$ cat config.mk
export PLATFORM = sky130hd
export DESIGN_NAME = wb_stage
export DESIGN_NICKNAME = d
export VERILOG_FILES = /design/src/rtl/vliw_pkg.sv /design/src/rtl/load_align.sv /design/src/rtl/wb_stage.sv
export SDC_FILE = /design/constraint.sdc
export NUM_CORES = 1
export LEC_CHECK = 0
export BUFFER_PORTS_ARGS = -buffer_cell sky130_fd_sc_hd__buf_2
export CAP_MARGIN = 5
export CORE_MARGIN = 10
export CORE_UTILIZATION = 50
export CTS_BUF_LIST = sky130_fd_sc_hd__clkbuf_8
export CTS_CLUSTER_SIZE = 12
export DETAILED_ROUTE_END_ITERATION = 10
export GPL_TIMING_DRIVEN = 0
export PLACE_DENSITY = 0.92
export REMOVE_ABC_BUFFERS = 1
export SLEW_MARGIN = 20
export SYNTH_ARGS = -nofsm -noshare
export SYNTH_HDL_FRONTEND = slang
export SYNTH_HIERARCHICAL = 1
export SYNTH_SLANG_ARGS = --single-unit
$ cat constraint.sdc
create_clock -name clk -period 4.4 [get_ports clk]
set_input_delay 0.22 -clock clk [delete_from_list [all_inputs] [get_ports clk]]
set_output_delay 0.22 -clock clk [all_outputs]
set_load 0.1 [all_outputs]
$ cat src/rtl/vliw_pkg.sv
// rtl/vliw_pkg.sv - shared constants and types for the VLIW pipeline
package vliw_pkg;

  localparam int DATA_W = 32;
  localparam int REG_W  = 3;

  // Writeback architectural state
  typedef enum logic {
    RUN    = 1'b0,
    HALTED = 1'b1
  } wb_state_t;

  // Little-endian byte lane selects (lane 0 = bits 7:0)
  localparam logic [1:0] LANE0 = 2'd0;
  localparam logic [1:0] LANE1 = 2'd1;
  localparam logic [1:0] LANE2 = 2'd2;
  localparam logic [1:0] LANE3 = 2'd3;

endpackage

$ cat src/rtl/load_align.sv
// rtl/load_align.sv - combinational byte-lane select and extend for loads
module load_align #(
  parameter int DATA_W = 32
) (
  input  logic [DATA_W-1:0] readData,
  input  logic [1:0]        addr,
  input  logic              loadByte,
  input  logic              loadSigned,
  output logic [DATA_W-1:0] data
);
  import vliw_pkg::*;

  logic [7:0] byte_sel;

  // Pick the addressed byte lane, then zero/sign extend; word loads pass through
  always_comb begin
    byte_sel = readData[7:0];
    case (addr)
      LANE0:   byte_sel = readData[7:0];
      LANE1:   byte_sel = readData[15:8];
      LANE2:   byte_sel = readData[23:16];
      LANE3:   byte_sel = readData[31:24];
      default: byte_sel = readData[7:0];
    endcase
    if (!loadByte) begin
      data = readData;
    end else if (loadSigned) begin
      data = {{(DATA_W-8){byte_sel[7]}}, byte_sel};
    end else begin
      data = {{(DATA_W-8){1'b0}}, byte_sel};
    end
  end

endmodule

$ cat src/rtl/wb_stage.sv
// rtl/wb_stage.sv - MEM/WB register, collision resolve, halt state, retire counter
module wb_stage #(
  parameter int DATA_W = 32,
  parameter int REG_W  = 3,
  parameter int CNT_W  = 32
) (
  input  logic              clk,
  input  logic              reset,
  input  logic              p4_pipeline_regWrite,
  input  logic              WB_flush,
  input  logic              p3_valid,
  input  logic              p3_alu_regWrite,
  input  logic              p3_mem_regWrite,
  input  logic [REG_W-1:0]  p3_alu_rd,
  input  logic [REG_W-1:0]  p3_mem_rd,
  input  logic [DATA_W-1:0] p3_alu_aluOut,
  input  logic [DATA_W-1:0] p3_mem_readData,
  input  logic [DATA_W-1:0] p3_mem_address,
  input  logic              p3_mem_loadByte,
  input  logic              p3_mem_loadSigned,
  input  logic              p3_isException,
  output logic              p4_alu_regWrite,
  output logic              p4_mem_regWrite,
  output logic [REG_W-1:0]  p4_alu_rd,
  output logic [REG_W-1:0]  p4_mem_rd,
  output logic [DATA_W-1:0] p4_alu_writeData,
  output logic [DATA_W-1:0] p4_mem_writeData,
  output logic              halted,
  output logic [CNT_W-1:0]  retiredBundles
);
  import vliw_pkg::*;

  wb_state_t         state, state_n;
  logic              alu_we_n, mem_we_n;
  logic [REG_W-1:0]  alu_rd_n, mem_rd_n;
  logic [DATA_W-1:0] alu_data_n, mem_data_n;
  logic [CNT_W-1:0]  cnt_n;

  logic [DATA_W-1:0] load_data;
  logic              align_fault, bundle_fault, collide, capture;
  logic              unused_addr;

  // Only the low two address bits select a lane
  assign unused_addr = ^p3_mem_address[DATA_W-1:2];

  load_align #(.DATA_W(DATA_W)) u_load_align (
    .readData   (p3_mem_readData),
    .addr       (p3_mem_address[1:0]),
    .loadByte   (p3_mem_loadByte),
    .loadSigned (p3_mem_loadSigned),
    .data       (load_data)
  );

  // Next-state: capture decision, fault/collision resolution, halt and retire count
  always_comb begin
    state_n    = state;
    alu_we_n   = p4_alu_regWrite;
    mem_we_n   = p4_mem_regWrite;
    alu_rd_n   = p4_alu_rd;
    mem_rd_n   = p4_mem_rd;
    alu_data_n = p4_alu_writeData;
    mem_data_n = p4_mem_writeData;
    cnt_n      = retiredBundles;

    align_fault  = p3_mem_regWrite && !p3_mem_loadByte && (p3_mem_address[1:0] != 2'd0);
    bundle_fault = p3_valid && (p3_isException || align_fault);
    collide      = p3_alu_regWrite && p3_mem_regWrite && (p3_alu_rd == p3_mem_rd);
    capture      = WB_flush || p4_pipeline_regWrite;

    if (capture) begin
      if (WB_flush || state == HALTED) begin
        // Bubble: nothing writes, flush masks any fault in the same cycle
        alu_we_n   = 1'b0;
        mem_we_n   = 1'b0;
        alu_rd_n   = '0;
        mem_rd_n   = '0;
        alu_data_n = '0;
        mem_data_n = '0;
      end else begin
        alu_we_n   = p3_valid && p3_alu_regWrite && !collide && !bundle_fault;
        mem_we_n   = p3_valid && p3_mem_regWrite && !bundle_fault;
        alu_rd_n   = p3_alu_rd;
        mem_rd_n   = p3_mem_rd;
        alu_data_n = p3_alu_aluOut;
        mem_data_n = load_data;
        if (bundle_fault) begin
          state_n = HALTED;
        end else if (p3_valid) begin
          cnt_n = retiredBundles + 1'b1;
        end
      end
    end
  end

  // MEM/WB register, architectural state and retire counter
  always_ff @(posedge clk) begin
    if (reset) begin
      state            <= RUN;
      p4_alu_regWrite  <= 1'b0;
      p4_mem_regWrite  <= 1'b0;
      p4_alu_rd        <= '0;
      p4_mem_rd        <= '0;
      p4_alu_writeData <= '0;
      p4_mem_writeData <= '0;
      retiredBundles   <= '0;
    end else begin
      state            <= state_n;
      p4_alu_regWrite  <= alu_we_n;
      p4_mem_regWrite  <= mem_we_n;
      p4_alu_rd        <= alu_rd_n;
      p4_mem_rd        <= mem_rd_n;
      p4_alu_writeData <= alu_data_n;
      p4_mem_writeData <= mem_data_n;
      retiredBundles   <= cnt_n;
    end
  end

  assign halted = (state == HALTED);

endmodule

# Yosys cells after proc, flatten, opt, wreduce, memory -nomap -nowiden
# Index checks and enable logic that the tools add are counted.
# Widths: inputs -> output; s select.
[op_classes]
add_sub_neg = 1
eq_ne = 4
n_mux = 9
bitwise = 2
n_reduce_logical = 20
[op_table]
columns = ["operator", "n"]
rows = [
  ["$mux 32", 4],
  ["$add 32x1->32 const B", 1],
  ["$pmux 8 s4", 1],
  ["$logic_and 1x1->1", 10],
  ["$mux 3", 2],
  ["$eq 2x2->1 const B", 2],
  ["$reduce_and 4->1", 1],
  ["$eq 3x3->1", 1],
  ["$logic_not 1->1", 3],
  ["$logic_or 1x1->1", 3],
  ["$reduce_and 3->1", 1],
  ["$eq 2x1->1 const B", 1],
  ["$logic_not 2->1", 1],
  ["$mux 1", 2],
  ["$not 1->1", 2],
  ["$reduce_bool 2->1", 1],
]
[totals]
register_bits = 105
out_inout_bits = 105
word_cells = 44

# Depth between registers and ports, before layout
# Gate-level depths: netlist (run 1).
[logic_depth]
word_depth = 8
ltp_mapped = 7
mapped_depth_nobuf = 6

# Modules after synthesis
# The synthesis (run 1) kept the hierarchy.
[modules_own_cells]
columns = ["mod", "n_inst", "cells_per_inst", "area_each_um2"]
rows = [
  ["wb_stage", 1, 437, 4000.1],
  ["load_align", 1, 104, 650.6],
]

# Worst setup path before layout (run 1)
# Ideal clock, no wire load.
[synth_path]
path_kind = "flip-flop to flip-flop"
startpoint = "register retiredBundles[9]"
endpoint = "register retiredBundles[23]"
arrival_time_ns = 2.745
required_ns = 4.330
setup_slack_ns = 1.585
path_stages_with_launch = 8
path_buffers = 2
path_cell_list = "dfxtp_1 > and4_1 > buf_6 > nand3_4 > or4_1 > buf_2 > or4_1 > a21oi_1"
[synth_between]
elab_chain_cells = 1
[synth_lines]
columns = ["item", "line", "source"]
rows = [
  ["start: declaration", "wb_stage.sv:29", "output logic [CNT_W-1:0] retiredBundles"],
  ["start signal: assignment", "wb_stage.sv:114", "retiredBundles <= cnt_n;"],
  ["$add 32x1->32", "wb_stage.sv:89", "cnt_n = retiredBundles + 1'b1;"],
]
# Every way passes these cells.
# A chain may end at the register's enable or synchronous reset.

# Worst setup path after layout (run 1)
# Same ends and word-level chain as after synthesis.

==> metrics.txt, run 1 <==
# TYPE chip_impl_metric gauge
chip_impl_info{name="status",value="finished, final reports clean"} 1
chip_impl_metric{name="max-vdd-ir-drop",unit="uV"} 216
chip_impl_metric{name="tritoncts_num_sinks",unit=""} 105
chip_impl_metric{name="groute.usage.overall",unit=""} 0.200
chip_impl_metric{name="core-area",unit="um2"} 9150
chip_impl_metric{name="critical-path-max-stage-delay",unit="ps"} 680
chip_impl_metric{name="synth_area_per_cell",unit="um2"} 8.60
chip_impl_metric{name="num_vias",unit=""} 4673
chip_impl_metric{name="post_cts.repair.setup_buffers",unit=""} 0
chip_impl_metric{name="design.die.area",unit="um2"} 13600
chip_impl_info{name="crit_path_start_kind",value="register"} 1
chip_impl_metric{name="antenna_violating_nets_post_route",unit=""} 0
chip_impl_metric{name="worstPathMaxFanout",unit=""} 7
chip_impl_info{name="cp-startpoint",value="retiredBundles[9]"} 1
chip_impl_metric{name="static-leakage-power",unit="nW"} 2.65
chip_impl_metric{name="number_of_flops_mapped_to_enable_cells_by_yosys",unit=""} 0
chip_impl_metric{name="seqPwrFrac",unit=""} 0.501
chip_impl_metric{name="postLayoutSetupSlackWorst",unit="ps"} 2100
chip_impl_metric{name="grt_max_degree",unit=""} 62
chip_impl_metric{name="gpl.final_weighted_congestion",unit=""} 0.858
chip_impl_metric{name="slew_headroom",unit=""} 0.407
chip_impl_info{name="yosysTopAreaCell",value="sky130_fd_sc_hd__dfxtp_1"} 1
chip_impl_metric{name="synthesized_area_fraction_occupied_by_xor_and_xnor_cells",unit=""} 0.0452
chip_impl_metric{name="report.final.setup_viol",unit=""} 0
chip_impl_info{name="timing_worst_setup_path_type",value="reg2reg"} 1
chip_impl_metric{name="floorplan.initialDensity",unit=""} 0.508
chip_impl_metric{name="post_synth_num_cell_types",unit=""} 42
chip_impl_info{name="min_path_type",value="in2reg"} 1
chip_impl_metric{name="power.clock.fraction",unit=""} 0.308
chip_impl_metric{name="avgViaCountPerCell",unit=""} 5.71
chip_impl_metric{name="post_synthesis_compound_gate_area_fraction",unit=""} 0.218
chip_impl_metric{name="detail_route.iter0.violations",unit=""} 351
chip_impl_metric{name="std_cell_rows",unit=""} 35
chip_impl_metric{name="ctsHoldBuffers",unit=""} 0
chip_impl_info{name="synth_ff_type",value="sky130_fd_sc_hd__dfxtp_1"} 1
chip_impl_metric{name="antenna_found_initial",unit=""} 0
chip_impl_metric{name="clock_tree.buffer_depth",unit=""} 2
chip_impl_metric{name="cts_repair_resize_count",unit=""} 0
chip_impl_metric{name="ff_latch_area",unit="um2"} 2100
chip_impl_metric{name="num_antenna_cells",unit=""} 0
chip_impl_info{name="critical-path-slowest-cell",value="sky130_fd_sc_hd__or4_1"} 1
chip_impl_metric{name="comb_power_share",unit=""} 0.192
chip_impl_metric{name="total_power",unit="W"} 0.00196
chip_impl_info{name="clock-root-buffer",value="sky130_fd_sc_hd__clkbuf_8"} 1
chip_impl_metric{name="place.port_buffers",unit=""} 186
chip_impl_info{name="crit_path_cell_trace",value="and4_1 > nand3_4 > or4_1 > or4_1 > a21oi_1"} 1
chip_impl_metric{name="max_freq",unit="MHz"} 434
chip_impl_metric{name="crit_required",unit="ps"} 4700
chip_impl_metric{name="ios",unit=""} 217
chip_impl_metric{name="min_path_cells",unit=""} 3
chip_impl_metric{name="synth_area",unit="um2"} 4650
chip_impl_metric{name="post_synth_and_or_nand_nor_area_fraction",unit=""} 0.192
chip_impl_info{name="endpoint_kind",value="register"} 1
chip_impl_info{name="rsz0062_at_grt",value="no"} 1
chip_impl_metric{name="clk_transition_reported_paths",unit="ps"} 120
chip_impl_metric{name="sequential_element_share_of_the_synthesized_area",unit=""} 0.452
chip_impl_metric{name="global_route.overflow_total",unit=""} 0
chip_impl_metric{name="place.detailed.instances",unit=""} 803
chip_impl_metric{name="remaining_drc_errors",unit=""} 0
chip_impl_metric{name="tightest_slew",unit="ps"} 886
chip_impl_metric{name="post_synth_fa_ha_maj_area_fraction",unit=""} 0.00269
chip_impl_metric{name="drt-total-wl",unit="mm"} 14.2
chip_impl_metric{name="nNetsFinal",unit=""} 816
chip_impl_metric{name="number_of_iterations_in_the_first_detailed_routing_pass",unit=""} 4
chip_impl_metric{name="ff2ff_path_depth",unit=""} 5
chip_impl_metric{name="net_load_switching_power",unit="W"} 0.000665
chip_impl_info{name="cp_common_cell",value="sky130_fd_sc_hd__or4_1"} 1
chip_impl_metric{name="synth.mux.area_fraction",unit=""} 0.0223
chip_impl_metric{name="chipHeight",unit="um"} 116
chip_impl_metric{name="fillers",unit=""} 760
chip_impl_metric{name="power_density",unit="nW/um2"} 336
chip_impl_metric{name="cp_data_arrival_time",unit="ps"} 2610
chip_impl_metric{name="layout_min_cycle_time",unit="ps"} 2300
chip_impl_info{name="largest_family_of_logic_cells_by_synthesized_area",value="compound AO/OA/AOI/OAI gates"} 1
chip_impl_metric{name="grt_pass1_wl",unit="mm"} 22.1
chip_impl_metric{name="share_of_async_settable_or_async_resettable_flops_after_synthesis",unit=""} 0
chip_impl_info{name="cts_tree",value="yes"} 1
chip_impl_metric{name="max_cap_viol_count",unit=""} 0
chip_impl_metric{name="sw_frac_of_total",unit=""} 0.339
chip_impl_info{name="synth_common_cells",value="sky130_fd_sc_hd__dfxtp_1, sky130_fd_sc_hd__nor2_1, sky130_fd_sc_hd__a22oi_1"} 1
chip_impl_metric{name="area_growth_syn_to_layout",unit="%"} 25.7
chip_impl_metric{name="htree_levels",unit=""} 3
chip_impl_metric{name="multiInputGateArea",unit="um2"} 2250
chip_impl_metric{name="register_bit_count_reported_by_yosys",unit=""} 105
chip_impl_metric{name="yosysTopAreaCellShare",unit=""} 0.452
chip_impl_metric{name="floorplan.die.width",unit="um"} 116
chip_impl_info{name="holdCritStartpoint",value="p3_alu_aluOut[16]"} 1
chip_impl_metric{name="instances_no_fill",unit=""} 819
chip_impl_metric{name="final_layout_size_suffix_gt1_frac",unit=""} 0.332
chip_impl_metric{name="cts_buffers",unit=""} 9
chip_impl_info{name="synth_most_common_cell",value="sky130_fd_sc_hd__dfxtp_1"} 1
chip_impl_metric{name="post_drt_wl_per_cell",unit="um"} 17.4
chip_impl_metric{name="detailedPlace.worstSlack",unit="ps"} 1740
chip_impl_metric{name="finalMaxSlewViolations",unit=""} 0
chip_impl_metric{name="vias_in_the_first_global_route",unit=""} 4535
chip_impl_metric{name="final_worst_path_cycle_share",unit=""} 0.524
chip_impl_metric{name="dp_hpwl",unit="mm"} 10.8
chip_impl_metric{name="timing.clock.skew",unit="ps"} 14.4
chip_impl_metric{name="p_int",unit="W"} 0.00130
chip_impl_metric{name="ys.warnings.count",unit=""} 6
chip_impl_metric{name="syn_inst",unit=""} 541
chip_impl_metric{name="hold_viol",unit=""} 0
chip_impl_info{name="synth_area_leaders",value="sky130_fd_sc_hd__dfxtp_1, sky130_fd_sc_hd__a22oi_1, sky130_fd_sc_hd__nor2_1, sky130_fd_sc_hd__xnor2_1, sky130_fd_sc_hd__o21ai_0"} 1
chip_impl_metric{name="insertion_delay",unit="ps"} 370
chip_impl_info{name="crit-reg2reg-launch",value="retiredBundles[9]"} 1
-- placed cells by master, fill, tap and decap left out, drive strengths merged, types with 12 or more instances in the layout --
cell type / netlist / routed
nand2: 14 / 14
buf: 9 / 194
nor2: 98 / 98
dfxtp: 105 / 105
o21ai: 40 / 40
a21oi: 18 / 18
a22oi: 71 / 71
xnor2: 18 / 18
nand3: 12 / 12
inv: 29 / 32
-- final timing paths --
| check | to | slack (ps) |
|---|---|---|
| max | retiredBundles[23] | 2100 |
| min | p4_alu_writeData[16] | 80 |
| max reg2reg | retiredBundles[23] | 2100 |
| min reg2reg | retiredBundles[31] | 500 |
-- per-layer routing --
metal / share of wire / global-route usage / up-vias
met5: 0 / 0 / -
met1: 0.38 / 0.216 / 2232
met2: 0.51 / 0.351 / 182
met4: 0.014 / 0.0626 / 0
li1: - / - / 2240
met3: 0.10 / 0.0812 / 19
-- flip-flops by register name, summed over array words and instances (netlist names) --
register and cells:
p4_alu_rd 3, p4_mem_rd 3, p4_mem_writeData 32, p4_alu_regWrite 1
p4_mem_regWrite 1, retiredBundles 32, p4_alu_writeData 32, halted 1
-- metrics by stage --
| step | hold WS [ps] | utilization | instance area, um2 | TNS, ps |
|---|---|---|---|---|
| global route | 69.3 | 0.639 | 5850 | 0 |
| CTS | 56.7 | 0.638 | 5840 | 0 |
| detailed placement | 465 | 0.615 | 5630 | 0 |
| global placement | 454 | 0.602 | 5510 | -145370 |
| finish | 75.2 | 0.639 | 5850 | 0 |
| floorplan | 289 | - | 4440 | -41480 |
-- power by group through the flow --
stage | Sequential [W] | Clock, W | Combinational [W]
2_1_floorplan | 0.00116 | 0 | 0.0000959
3_3_place_gp | 0.00100 | 0 | 0.000359
3_5_place_dp | 0.00100 | 0 | 0.000374
4_1_cts | 0.000984 | 0.000622 | 0.000375
5_1_grt | 0.000987 | 0.000661 | 0.000398
6_report | 0.000984 | 0.000604 | 0.000376
-- final cells by class --
cell class,instances,area share
clock buffers,9,0.0212
well taps,111,0.0237
clock inverters,7,0.0148
repair buffers,194,0.178
inverters,29,0.0186
flip-flops and latches,105,0.359
multi-input cells,364,0.385
-- critical path: cells and delay by family (launching register included) --
| family | cells | cell delay (ps) |
|---|---|---|
| and+or+nand+nor | 4 | 1660 |
| DFF | 1 | 430 |
| AOI/OAI and AO/OA | 1 | 160 |
-- cell families after synthesis --
kind of cell    count (synthesis)
fa+ha+maj                       1
buf+inv                        72
xor+xnor                       24
simple gates                  183
mux                             9
flops                         105
compound gates                147
No activity file was read; power rests on OpenSTA's default activity.
==> run 2: changes to the inputs <==
--- a/config.mk
+++ b/config.mk
@@ -8,12 +8,12 @@
 export BUFFER_PORTS_ARGS = -buffer_cell sky130_fd_sc_hd__buf_2
 export CAP_MARGIN = 5
 export CORE_MARGIN = 10
-export CORE_UTILIZATION = 50
+export CORE_UTILIZATION = 44
 export CTS_BUF_LIST = sky130_fd_sc_hd__clkbuf_8
 export CTS_CLUSTER_SIZE = 12
 export DETAILED_ROUTE_END_ITERATION = 10
 export GPL_TIMING_DRIVEN = 0
-export PLACE_DENSITY = 0.92
+export PLACE_DENSITY = 0.86
 export REMOVE_ABC_BUFFERS = 1
 export SLEW_MARGIN = 20
 export SYNTH_ARGS = -nofsm -noshare
==> constraint.sdc (replaced) <==
create_clock -name clk -period 1.9 [get_ports clk]
set_input_delay 0.095 -clock clk [delete_from_list [all_inputs] [get_ports clk]]
set_output_delay 0.095 -clock clk [all_outputs]
set_load 0.1 [all_outputs]
==> run 2 against run 1 <==
The run now ends with negative setup slack left. Worst setup slack worse by 2200 ps. Count of clock-buffer cells in the layout stayed put. Routed wire length grew 11%. Register-to-register slack got worse by 2200 ps. Via count rose by 4.4%. Critical path type unchanged. Sequential share of layout area down 3.2 points. Clock skew hardly changed. Power up 130%. Cell count is 9.6% higher.
==> metrics.txt, run 2 (synthesis results as in run 1) <==
# TYPE chip_impl_metric gauge
chip_impl_info{name="status",value="finished, violations left"} 1
chip_impl_info{name="violations",value="negative setup slack"} 1
chip_impl_metric{name="tritoncts_num_sinks",unit=""} 105
chip_impl_info{name="crit_path_start_kind",value="register"} 1
chip_impl_metric{name="antenna_violating_nets_post_route",unit=""} 0
chip_impl_info{name="final_cell_mix",value="sky130_fd_sc_hd__buf_2, sky130_fd_sc_hd__nor2_1, sky130_fd_sc_hd__dfxtp_1"} 1
chip_impl_metric{name="chipHeight",unit="um"} 123
chip_impl_metric{name="ff_latch_area",unit="um2"} 2130
chip_impl_metric{name="hold_viol",unit=""} 0
chip_impl_metric{name="design.die.area",unit="um2"} 15100
chip_impl_metric{name="static-leakage-power",unit="nW"} 2.92
chip_impl_metric{name="vias_in_the_first_global_route",unit=""} 4573
chip_impl_info{name="mostFrequentLayoutCell",value="sky130_fd_sc_hd__buf_2"} 1
chip_impl_metric{name="multiInputGateArea",unit="um2"} 2360
chip_impl_metric{name="slew_headroom",unit=""} 0.471
chip_impl_metric{name="report.final.setup_viol",unit=""} 7
chip_impl_metric{name="post_drt_wl_per_cell",unit="um"} 17.6
chip_impl_metric{name="ff2ff_path_depth",unit=""} 6
chip_impl_metric{name="final_worst_path_cycle_share",unit=""} 1.04
chip_impl_metric{name="fin_area",unit="um2"} 6520
chip_impl_metric{name="num_vias",unit=""} 4878
chip_impl_metric{name="finalMaxSlewViolations",unit=""} 0
chip_impl_metric{name="number_of_iterations_in_the_first_detailed_routing_pass",unit=""} 6
chip_impl_metric{name="std_cell_rows",unit=""} 37
chip_impl_metric{name="nNetsFinal",unit=""} 869
chip_impl_metric{name="cp_data_arrival_time",unit="ps"} 2280
chip_impl_info{name="crit-reg2reg-launch",value="retiredBundles[11]"} 1
chip_impl_metric{name="max_cap_viol_count",unit=""} 0
chip_impl_metric{name="final.hold.worst_slack",unit="ps"} 17.6
chip_impl_metric{name="place.port_buffers",unit=""} 186
chip_impl_info{name="crit_path_cell_trace",value="and4_4 > nand3_4 > or4_4 > buf_4 > or3_1 > a21oi_1"} 1
chip_impl_metric{name="final_layout_size_suffix_gt1_frac",unit=""} 0.381
chip_impl_metric{name="layout_min_cycle_time",unit="ps"} 1980
chip_impl_metric{name="drt-total-wl",unit="mm"} 15.8
chip_impl_info{name="cp-startpoint",value="retiredBundles[11]"} 1
chip_impl_metric{name="comb_power_share",unit=""} 0.209
chip_impl_metric{name="remaining_drc_errors",unit=""} 0
chip_impl_metric{name="power.clock.fraction",unit=""} 0.295
chip_impl_metric{name="ios",unit=""} 217
chip_impl_metric{name="fin_util",unit=""} 0.631
chip_impl_info{name="rsz0062_at_grt",value="yes"} 1
chip_impl_metric{name="tightest_slew",unit="ps"} 791
chip_impl_info{name="clock-root-buffer",value="sky130_fd_sc_hd__clkbuf_8"} 1
chip_impl_metric{name="clk_transition_reported_paths",unit="ps"} 110
chip_impl_metric{name="antenna_found_initial",unit=""} 2
chip_impl_metric{name="reg2reg_slack",unit="ps"} -80
chip_impl_metric{name="timing.clock.skew",unit="ps"} 14.3
chip_impl_metric{name="total_power",unit="W"} 0.00458
chip_impl_metric{name="avgViaCountPerCell",unit=""} 5.43
chip_impl_info{name="min_path_type",value="in2reg"} 1
chip_impl_info{name="timing_worst_setup_path_type",value="reg2reg"} 1
chip_impl_info{name="critical-path-slowest-cell",value="sky130_fd_sc_hd__or4_4"} 1
chip_impl_metric{name="detail_route.iter0.violations",unit=""} 454
chip_impl_metric{name="worstPathMaxFanout",unit=""} 6
chip_impl_metric{name="critPathBufInv",unit=""} 1
chip_impl_metric{name="max-vdd-ir-drop",unit="uV"} 446
chip_impl_metric{name="area_growth_syn_to_layout",unit="%"} 40.1
chip_impl_info{name="endpoint_kind",value="register"} 1
chip_impl_metric{name="dp_hpwl",unit="mm"} 10.4
chip_impl_metric{name="max_freq",unit="MHz"} 505
chip_impl_info{name="largest_registers",value="p4_alu_writeData: 32 flops, p4_mem_writeData: 32 flops, retiredBundles: 32 flops"} 1
chip_impl_metric{name="global_route.overflow_total",unit=""} 0
chip_impl_info{name="worst_path_dominant_cell_family",value="simple AND/OR/NAND/NOR gates"} 1
chip_impl_metric{name="crit_required",unit="ps"} 2200
chip_impl_metric{name="grt_pass1_wl",unit="mm"} 23.6
chip_impl_metric{name="min_path_cells",unit=""} 3
chip_impl_metric{name="critical-path-max-stage-delay",unit="ps"} 580
chip_impl_metric{name="core-area",unit="um2"} 10300
chip_impl_metric{name="groute.usage.overall",unit=""} 0.191
chip_impl_metric{name="p_int",unit="W"} 0.00304
chip_impl_metric{name="clock_tree.buffer_depth",unit=""} 2
chip_impl_metric{name="floorplan.initialDensity",unit=""} 0.450
chip_impl_metric{name="grt_max_degree",unit=""} 57
chip_impl_info{name="worstReg2RegEnd",value="retiredBundles[19]"} 1
chip_impl_metric{name="placed_cell_area",unit="um2"} 5700
chip_impl_metric{name="htree_levels",unit=""} 3
chip_impl_info{name="setup.worst_path.end",value="retiredBundles[19]"} 1
chip_impl_metric{name="power_density",unit="nW/um2"} 702
chip_impl_metric{name="floorplan.die.width",unit="um"} 123
chip_impl_metric{name="detailedPlace.worstSlack",unit="ps"} -643
chip_impl_metric{name="insertion_delay",unit="ps"} 370
chip_impl_metric{name="sw_frac_of_total",unit=""} 0.336
chip_impl_metric{name="postLayoutSetupSlackWorst",unit="ps"} -80.5
chip_impl_info{name="cts_tree",value="yes"} 1
chip_impl_metric{name="cts_buffers",unit=""} 9
chip_impl_metric{name="fillers",unit=""} 875
chip_impl_metric{name="net_load_switching_power",unit="W"} 0.00154
chip_impl_metric{name="seqPwrFrac",unit=""} 0.497
chip_impl_metric{name="gpl.final_weighted_congestion",unit=""} 0.812
chip_impl_metric{name="critical_path_depth",unit=""} 6
## run 2: power groups by stage
stage                     combinational (W)  sequential, W  clock [W]
after floorplan                    0.000222        0.00269          0
after CTS                          0.000949        0.00228    0.00139
after global placement             0.000847        0.00232          0
final                              0.000956        0.00227    0.00135
after global routing                0.00101        0.00228    0.00147
after detailed placement           0.000878        0.00233          0
## run 2: worst min-delay path by stage
stage	start	slack, ps	end
6_report	p3_alu_aluOut[31]	20	p4_alu_writeData[31]
5_1_grt	p3_mem_regWrite	20	p4_mem_regWrite
4_1_cts	p3_alu_aluOut[31]	1	p4_alu_writeData[31]
3_5_place_dp	p3_alu_aluOut[11]	340	p4_alu_writeData[11]
3_3_place_gp	p3_alu_aluOut[11]	330	p4_alu_writeData[11]
2_1_floorplan	reset	160	retiredBundles[10]
## run 2: per-layer routing
layer | share of wire | global-route usage | up-vias
met2 | 0.49 | 0.316 | 211
met3 | 0.097 | 0.0698 | 37
met5 | 0.0011 | 0 | -
met1 | 0.39 | 0.229 | 2277
li1 | - | - | 2351
met4 | 0.022 | 0.0493 | 2
## run 2: cell type report
class | count | share of cell area
well taps | 136 | 0.0261
diodes | 1 | 0.000384
inverters | 29 | 0.0167
repair buffers | 247 | 0.239
flip-flops and latches | 105 | 0.327
multi-input cells | 364 | 0.363
clock buffers | 9 | 0.0190
clock inverters | 7 | 0.00941
## run 2: worst register-to-register path, stage by stage (launching register included)
cell,delay [ps]
sky130_fd_sc_hd__dfxtp_4,360
sky130_fd_sc_hd__and4_4,260
sky130_fd_sc_hd__nand3_4,120
sky130_fd_sc_hd__or4_4,590
sky130_fd_sc_hd__buf_4,170
sky130_fd_sc_hd__or3_1,300
sky130_fd_sc_hd__a21oi_1,120
## run 2: timing repair
item	in CTS	in global routing
hold buffers	38	0
gates resized for setup	17	35
setup endpoints to repair	18	26
setup buffers	6	7
pin swaps	7	5
hold endpoints to repair	38	0
## run 2: metrics by stage
step	std cells	setup TNS, ps
after floorplan	498	-231460
after global placement	820	-371440
after detailed placement	830	-12550
after CTS	890	-802
after global routing	898	-794
final	898	-296
